$ cat config.mk
export PLATFORM = sky130hd
export DESIGN_NAME = clk_en_ctrl
export DESIGN_NICKNAME = d
export VERILOG_FILES = /design/src/rtl/clk_en_ctrl.sv
export SDC_FILE = /design/constraint.sdc
export NUM_CORES = 1
export LEC_CHECK = 0
export CELL_PAD_IN_SITES_DETAIL_PLACEMENT = 1
export CELL_PAD_IN_SITES_GLOBAL_PLACEMENT = 2
export CORE_MARGIN = 2
export CORE_UTILIZATION = 30
export CTS_CLUSTER_SIZE = 14
export DETAILED_ROUTE_END_ITERATION = 12
export PLACE_DENSITY = 0.75
export SETUP_SLACK_MARGIN = 0.15
export SYNTH_ARGS = -nofsm -noshare
export SYNTH_HDL_FRONTEND = slang
export SYNTH_SLANG_ARGS = --single-unit
export TNS_END_PERCENT = 1
$ cat constraint.sdc
create_clock -name clk_in -period 6.73 [get_ports clk_in]
set_input_delay 2.019 -clock clk_in [delete_from_list [all_inputs] [get_ports clk_in]]
set_output_delay 2.019 -clock clk_in [all_outputs]
set_load 0.02 [all_outputs]
$ cat src/rtl/clk_en_ctrl.sv
// -----------------------------------------------------------------------------
// clk_en_ctrl
//
// Purpose:
//   This block is the clock-enable sequencer for the 8051 core and its
//   peripherals. It divides clk_in by a divisor that can be changed at run
//   time and issues one clk_en pulse in each period. A new divisor is taken
//   over a req/ack handshake and takes effect only at a period boundary, so a
//   period is never cut short. The block also provides run/halt control and
//   debug single-step.
//
// Parameters:
//   DIV_WIDTH  width of the divisor and of the period counter
//   DIV_RESET  divisor loaded at reset
//
// Ports:
//   clk_in     in   system clock; all logic runs on posedge
//   rst        in   synchronous reset, active-high
//   run        in   level: 1 = free-running enables, 0 = halt at next boundary
//   step_req   in   one-cycle pulse: run exactly one period while halted
//   div_req    in   level: request a load of div_val
//   div_val    in   requested divisor; must stay stable while div_req=1
//   div_ack    out  one-cycle pulse in the cycle the new divisor takes effect
//   div_cur    out  divisor in use (after clamping)
//   clk_en     out  one-cycle enable pulse, one per period
//   halted     out  1 while the sequencer is in HALT
//   step_done  out  one-cycle pulse when a single step finishes
//   clk_out    out  divided clock with ~50% duty (only in the optional build)
//   state_dbg  out  current FSM state, for debug and checkers
//
// Optional feature:
//   CLK_EN_CTRL_CLKOUT_EN  when defined, clk_out toggles in every boundary
//                          cycle. When undefined, clk_out is tied to 0.
//
// Handshake (div_req / div_ack):
//   The requester raises div_req with div_val stable. The block captures the
//   clamped value once, on a cycle with no pending value and no ack. div_ack
//   pulses for one cycle when that value becomes div_cur. The requester must
//   drop div_req by the end of the ack cycle. If div_req is still high in the
//   cycle after the ack, the block treats it as a new request.
//
// Every output is registered. The clk_en, div_ack and step_done pulses are
// worked out from next-state values, so each pulse sits in the boundary cycle
// itself and not one cycle later.
// -----------------------------------------------------------------------------
module clk_en_ctrl #(
  parameter int          DIV_WIDTH = 8,
  parameter int unsigned DIV_RESET = 5
) (
  input  logic                 clk_in,
  input  logic                 rst,
  input  logic                 run,
  input  logic                 step_req,
  input  logic                 div_req,
  input  logic [DIV_WIDTH-1:0] div_val,
  output logic                 div_ack,
  output logic [DIV_WIDTH-1:0] div_cur,
  output logic                 clk_en,
  output logic                 halted,
  output logic                 step_done,
  output logic                 clk_out,
  output logic [1:0]           state_dbg
);

  typedef enum logic [1:0] {
    ST_HALT = 2'd0,
    ST_RUN  = 2'd1,
    ST_STEP = 2'd2
  } state_t;

  localparam logic [DIV_WIDTH-1:0] ONE     = DIV_WIDTH'(1);
  localparam logic [DIV_WIDTH-1:0] DIV_RST = DIV_WIDTH'(DIV_RESET);

  state_t               state_q, state_d;
  logic [DIV_WIDTH-1:0] cntr_q, cntr_d;
  logic [DIV_WIDTH-1:0] div_cur_q, div_cur_d;
  logic [DIV_WIDTH-1:0] pend_q, pend_d;
  logic                 pend_vld_q, pend_vld_d;
  logic                 clk_en_q, clk_en_d;
  logic                 div_ack_q, div_ack_d;
  logic                 step_done_q, step_done_d;
  logic                 halted_q, halted_d;

  logic bnd;     // the current cycle is the last cycle of a period
  logic bnd_d;   // the next cycle will be the last cycle of a period
  logic latch;   // capture div_val into the pending register
  logic apply;   // pending divisor becomes div_cur at the end of this cycle

  always_comb begin
    state_d     = state_q;
    cntr_d      = cntr_q;
    div_cur_d   = div_cur_q;
    pend_d      = pend_q;
    pend_vld_d  = pend_vld_q;

    bnd   = (state_q != ST_HALT) && (cntr_q == (div_cur_q - ONE));
    // The ack cycle is excluded as well, so a requester that holds div_req
    // into the ack cycle does not re-trigger.
    latch = div_req && !pend_vld_q && !div_ack_q;
    // In HALT there is no period in progress, so a pending value is applied
    // at once. Otherwise it waits for the boundary.
    apply = pend_vld_q && (bnd || (state_q == ST_HALT));

    unique case (state_q)
      ST_HALT: begin
        if (run) begin
          state_d = ST_RUN;
        end else if (step_req) begin
          state_d = ST_STEP;
        end
      end
      ST_RUN: begin
        if (bnd && !run) begin
          state_d = ST_HALT;
        end
      end
      ST_STEP: begin
        if (bnd) begin
          state_d = run ? ST_RUN : ST_HALT;
        end
      end
      default: state_d = ST_HALT;
    endcase

    if (latch) begin
      pend_d     = (div_val <= ONE) ? ONE : div_val;
      pend_vld_d = 1'b1;
    end else if (apply) begin
      pend_vld_d = 1'b0;
    end

    if (apply) begin
      div_cur_d = pend_q;
    end

    // The counter is 0 whenever a new divisor is applied, so a smaller
    // divisor can never leave cntr at or above div_cur.
    if ((state_d == ST_HALT) || bnd || (state_q == ST_HALT)) begin
      cntr_d = '0;
    end else begin
      cntr_d = cntr_q + ONE;
    end

    bnd_d       = (state_d != ST_HALT) && (cntr_d == (div_cur_d - ONE));
    clk_en_d    = bnd_d;
    step_done_d = bnd_d && (state_d == ST_STEP);
    div_ack_d   = pend_vld_d && (bnd_d || (state_d == ST_HALT));
    halted_d    = (state_d == ST_HALT);
  end

  always_ff @(posedge clk_in) begin
    if (rst) begin
      state_q     <= ST_HALT;
      cntr_q      <= '0;
      div_cur_q   <= DIV_RST;
      pend_q      <= '0;
      pend_vld_q  <= 1'b0;
      clk_en_q    <= 1'b0;
      div_ack_q   <= 1'b0;
      step_done_q <= 1'b0;
      halted_q    <= 1'b1;
    end else begin
      state_q     <= state_d;
      cntr_q      <= cntr_d;
      div_cur_q   <= div_cur_d;
      pend_q      <= pend_d;
      pend_vld_q  <= pend_vld_d;
      clk_en_q    <= clk_en_d;
      div_ack_q   <= div_ack_d;
      step_done_q <= step_done_d;
      halted_q    <= halted_d;
    end
  end

`ifdef CLK_EN_CTRL_CLKOUT_EN
  logic clk_out_q, clk_out_d;

  // The toggle lines up with clk_en, and the level is held while halted.
  always_comb begin
    clk_out_d = clk_out_q ^ bnd_d;
  end

  always_ff @(posedge clk_in) begin
    if (rst) begin
      clk_out_q <= 1'b0;
    end else begin
      clk_out_q <= clk_out_d;
    end
  end

  assign clk_out = clk_out_q;
`else
  assign clk_out = 1'b0;
`endif

  assign div_ack   = div_ack_q;
  assign div_cur   = div_cur_q;
  assign clk_en    = clk_en_q;
  assign halted    = halted_q;
  assign step_done = step_done_q;
  assign state_dbg = state_q;

endmodule

* Word level (Yosys, flattened, before mapping)
Index checks and enable logic that the tools add are counted.
Operators by class: add/sub/neg operators 3, order comparisons 1, eq/ne operators 5, mux-type cells 11, reductions and logical operators 19
Operators by type and width (count):
- 8-bit 2-to-1 mux | 3
- 8-bit == test | 2
- 8-bit by 1-bit subtractor with 8-bit output, second input constant | 2
- 8-bit by 1-bit adder with 8-bit output, second input constant | 1
- 8-bit by 1-bit <= comparator with 1-bit output, second input constant | 1
- 1-bit logical AND | 8
- 2-bit 2-to-1 mux | 4
- 2-bit one-hot mux with 3 select lines | 1
- 2-bit == test, second input constant | 2
- 2-bit zero test | 2
- 1-bit logical OR | 4
- 2-bit nonzero test | 2
- 1-bit zero test | 3
- 1-bit 2-to-1 mux | 3
- 2-bit by 1-bit == test with 1-bit output, second input constant | 1
Storage, ports and cells: flip-flop bits (word level) 31, input bits 13

* Longest topological paths before layout
depth in word-level cells 14, mapped depth 17, gate-level depth less buffers 17

* Least setup slack after synthesis
OpenSTA, ideal clock, no wires.
path type reg-to-reg, start point reg div_cur_q[2], in the netlist div_cur[2], end point reg step_done_q, in the netlist step_done, arrival 4.125 ns, setup slack 2.517 ns, stages on the path, launching flop included 18, period minus slack after synthesis 4.213 ns, path through dfxtp_1 buf_6 or4_4 buf_6 or4_4 a21o_4 a2111o_1 nand2_1 nor2_1 a21oi_1 ha_1 inv_1 or3_1 mux2i_1 xnor3_1 nor2_1 nand4_2 nor4_2
Between the ends: longest elaborated chain between the ends 13, elaborated cells between the ends (all ways) 20, classes of those cells 2 x add/sub; 3 x eq/ne; 5 x mux; 10 x reduce/logical
RTL lines:
- start: declaration | RTL line 76 | logic [DIV_WIDTH-1:0] div_cur_q, div_cur_d;
- start signal: assignment | RTL line 165 | div_cur_q <= div_cur_d;
- parallel branches: the longest is 12 deep, another holds 8-bit by 1-bit subtractor with 8-bit output
- 1-bit logical AND * | RTL line 146 | step_done_d = bnd_d && (state_d == ST_STEP);
- end signal: assignment | RTL line 170 | step_done_q <= step_done_d;
- end: declaration | RTL line 81 | logic step_done_q, step_done_d;
Mark *: on every way between the ends. A chain may end at the register's enable or synchronous reset.

* Worst setup path in the final report
start point reg div_cur_q[0], in the netlist div_cur[0], end point reg step_done_q, in the netlist step_done
Same word-level chain as after synthesis.

==> impl_metrics.tcl <==
set metrics [dict create \
    p_leak_nw 0.900 \
    p_int_w 0.000387 \
    io_pins 28 \
    die_y_um 86.7 \
    yosys-mux-area-fraction_pct 6.40 \
    start_util_pct 30.6 \
    antenna-diode-count 0 \
    relSlewSlack_pct 40.4 \
    synth_compound_area_share_pct 16.6 \
    hold_buffers 0 \
    gr-total-overflow 0 \
    cts_buffers 5 \
    clock.fmax_ghz 0.225 \
    crit_fanout 8 \
    worstPathArrival_ns 4.63 \
    yosysWarningCount 0 \
    cpPeakStageDelay_ns 0.59 \
    postRouteAntennaNets 0 \
    synth_seq_area_share_pct 30.2 \
    layout_commonest_cell "nor2_1" \
    period_share_pct 66.0 \
    setup_ws_ns 2.29 \
    mappedNetlistNets 262 \
    most-common-layout-cells "nor2_1, dfxtp_1, clkdlybuf4s50_1, xnor2_1, mux2i_1" \
    syn2layout_area_growth_pct 17.8 \
    grt_max_degree 23 \
    synth-xor-area-share_pct 14.1 \
    via_count 1786 \
    yosys.area_share.simple_pct 25.3 \
    period_needed_ns 4.44 \
    cts-htree-levels 2 \
    seqPwrFrac_pct 36.4 \
    post-route-util_pct 36.0 \
    synth.avg_cell_area_um2 8.35 \
    crit_chain "or4_4 -> or4_1 -> and2_1 -> a2111o_1 -> nand2_1 -> nor2_1 -> a21oi_1 -> ha_1 -> inv_1 -> or3_1 -> mux2i_1 -> xnor3_1 -> nor2_1 -> nand4_2 -> nor4_2" \
    grtUsageTotal_pct 16.5 \
    powerDensity_nw_per_um2 261 \
    p_sw_share_pct 38.7 \
    drt-total-wl_um 5820 \
    port-buffer-count 26 \
    cp_common_cell "nor2_1" \
    multi_input_area_um2 1320 \
    die_area_um2 7520 \
    cts_resized 0 \
    synth_cell_types 56 \
    drv_cap 0 \
    postCtsSetupBuffers 0 \
    post-place-ws_ns 2.31 \
    synth_edf_count 0 \
    tightest_slew_ns 0.892 \
    synth_top_family_by_area "simple AND/OR/NAND/NOR gates" \
    cts.clk_slew.worst_paths_ns 0.06 \
    cpMaxStageDelayCell "or4_4" \
    synth_area_um2 2050 \
    power_frac_comb_pct 42.0 \
    gp_congestion 0.857 \
    slew_violations 0 \
    clock-sinks 31 \
    wl_per_cell_um 16.9 \
    end_kind "register" \
    grt_pass1_vias 1755 \
    switchingPower_w 0.000244 \
    fin_tns_setup_ns 0 \
    startpoint_type "register" \
    num_rows 30 \
    nFillCells 814 \
    hp-class "reg2reg" \
    grt_antenna_before_repair 0 \
    regArea_um2 621 \
    first_pass_iters 4 \
    hpwl_um 4540 \
    layout-drive-gt1-share_pct 7.17 \
    async_flop_share_pct 0 \
    timing.final.hold_violations 0 \
    cts_tree "built" \
    viasPerCell 5.18 \
    cts_root_buffer "clkbuf_8" \
    die_x_um 86.7 \
    status "complete, no violations" \
    clk-insertion-delay-late_ns 0.28 \
    synthAdderAreaFrac_pct 1.83 \
    clockPowerShare_pct 21.6 \
    ys_seq_elements 31 \
    cpLargestDelayFamily "simple AND/OR/NAND/NOR gates" \
    drc 0 \
    cts_max_path_buffers 2 \
    ir_drop_mv 0.0928 \
    fin_nets 282 \
    grt_pass1_wl_um 9490 \
    rsz0062_at_grt "no" \
    finalSetupViolations 0 \
    synthCells 246 \
    cp_num_buf_inv 1 \
    drt_iter0_drc 51 \
    cp.required_ns 6.92 \
    core_area_um2 6720 \
    fin_skew_ns 0.00120 \
    crit_type "reg2reg" \
    synth_ff_type "dfxtp_1" \
]
==> cell type report <==
type                       count  area share (%)
timing repair buffer          26            10.8
clock buffer                   6            3.00
sequential                    31            25.7
inverter                      11            1.71
tap                           80            4.14
multi-input combinational    191            54.7
==> synth_stat cells (all sizes together) (5+ instances only) <==
cell type / count / area (um^2)
a21oi: 9 / 45.0
nand2: 11 / 41.3
nand3: 5 / 25.0
xor2: 9 / 78.8
inv: 11 / 41.3
mux2i: 12 / 120
clkbuf: 9 / 33.8
or2: 6 / 37.5
nor2: 41 / 154
nor3: 9 / 45.0
dfxtp: 31 / 621
xnor2: 19 / 166
a211oi: 7 / 57.6
==> through the flow <==
stage | instance area, um^2 | std cells | power [W] | hold WS (ns)
global route | 2420 | 345 | 0.000674 | 0.581
CTS | 2420 | 345 | 0.000639 | 0.550
global placement | 2350 | 339 | 0.000498 | 0.517
floorplan | 2050 | 246 | 0.000422 | 0.471
finish | 2420 | 345 | 0.000631 | 0.538
detailed placement | 2350 | 339 | 0.000500 | 0.537
==> worst paths after layout <==
check,from,to,slack (ns),depth (start not counted)
hold reg to reg,pend_q[4],pend_q[4],0.54,2
setup / recovery,div_cur[0],step_done,2.29,15
hold / removal,pend_q[4],pend_q[4],0.54,2
setup reg to reg,div_cur[0],step_done,2.29,15
==> power groups by stage <==
stage	combinational, W	sequential [W]	clock [W]
6_report	0.000265	0.000229	0.000136
5_1_grt	0.000291	0.000233	0.000150
4_1_cts	0.000268	0.000230	0.000141
3_5_place_dp	0.000266	0.000234	0
3_3_place_gp	0.000264	0.000234	0
2_1_floorplan	0.000192	0.000230	0
==> sequential cells by signal, indices dropped and copies added (netlist names), 2 cells and up <==
| name | count |
|---|---|
| state_dbg | 2 |
| cntr_q | 8 |
| div_cur | 8 |
| pend_q | 8 |
==> kinds of logic after synthesis <==
logic type | count (synthesis)
and+or+nand+nor | 101
AOI/OAI and AO/OA | 43
DFF | 31
xor gates and xnor gates | 30
buffers and inverters | 24
muxes | 13
adders and majority gates | 3
other | 1
==> per-layer routing <==
metal	global-route usage, %	wire [um]	vias to the layer above
met5	0	0	-
met4	5.54	92	0
met3	2.95	158	6
met2	25.3	2640	26
met1	23.2	2930	852
li1	-	-	902
==> worst reg2reg max path, stage by stage, from the launching register on <==
cell	delay [ns]
dfxtp_1	0.37
or4_4	0.59
or4_1	0.58
and2_1	0.27
a2111o_1	0.42
nand2_1	0.31
nor2_1	0.08
a21oi_1	0.18
ha_1	0.22
inv_1	0.09
or3_1	0.31
mux2i_1	0.17
xnor3_1	0.32
nor2_1	0.13
nand4_2	0.16
nor4_2	0.15
Note: power is estimated with default switching activity, not from simulation.
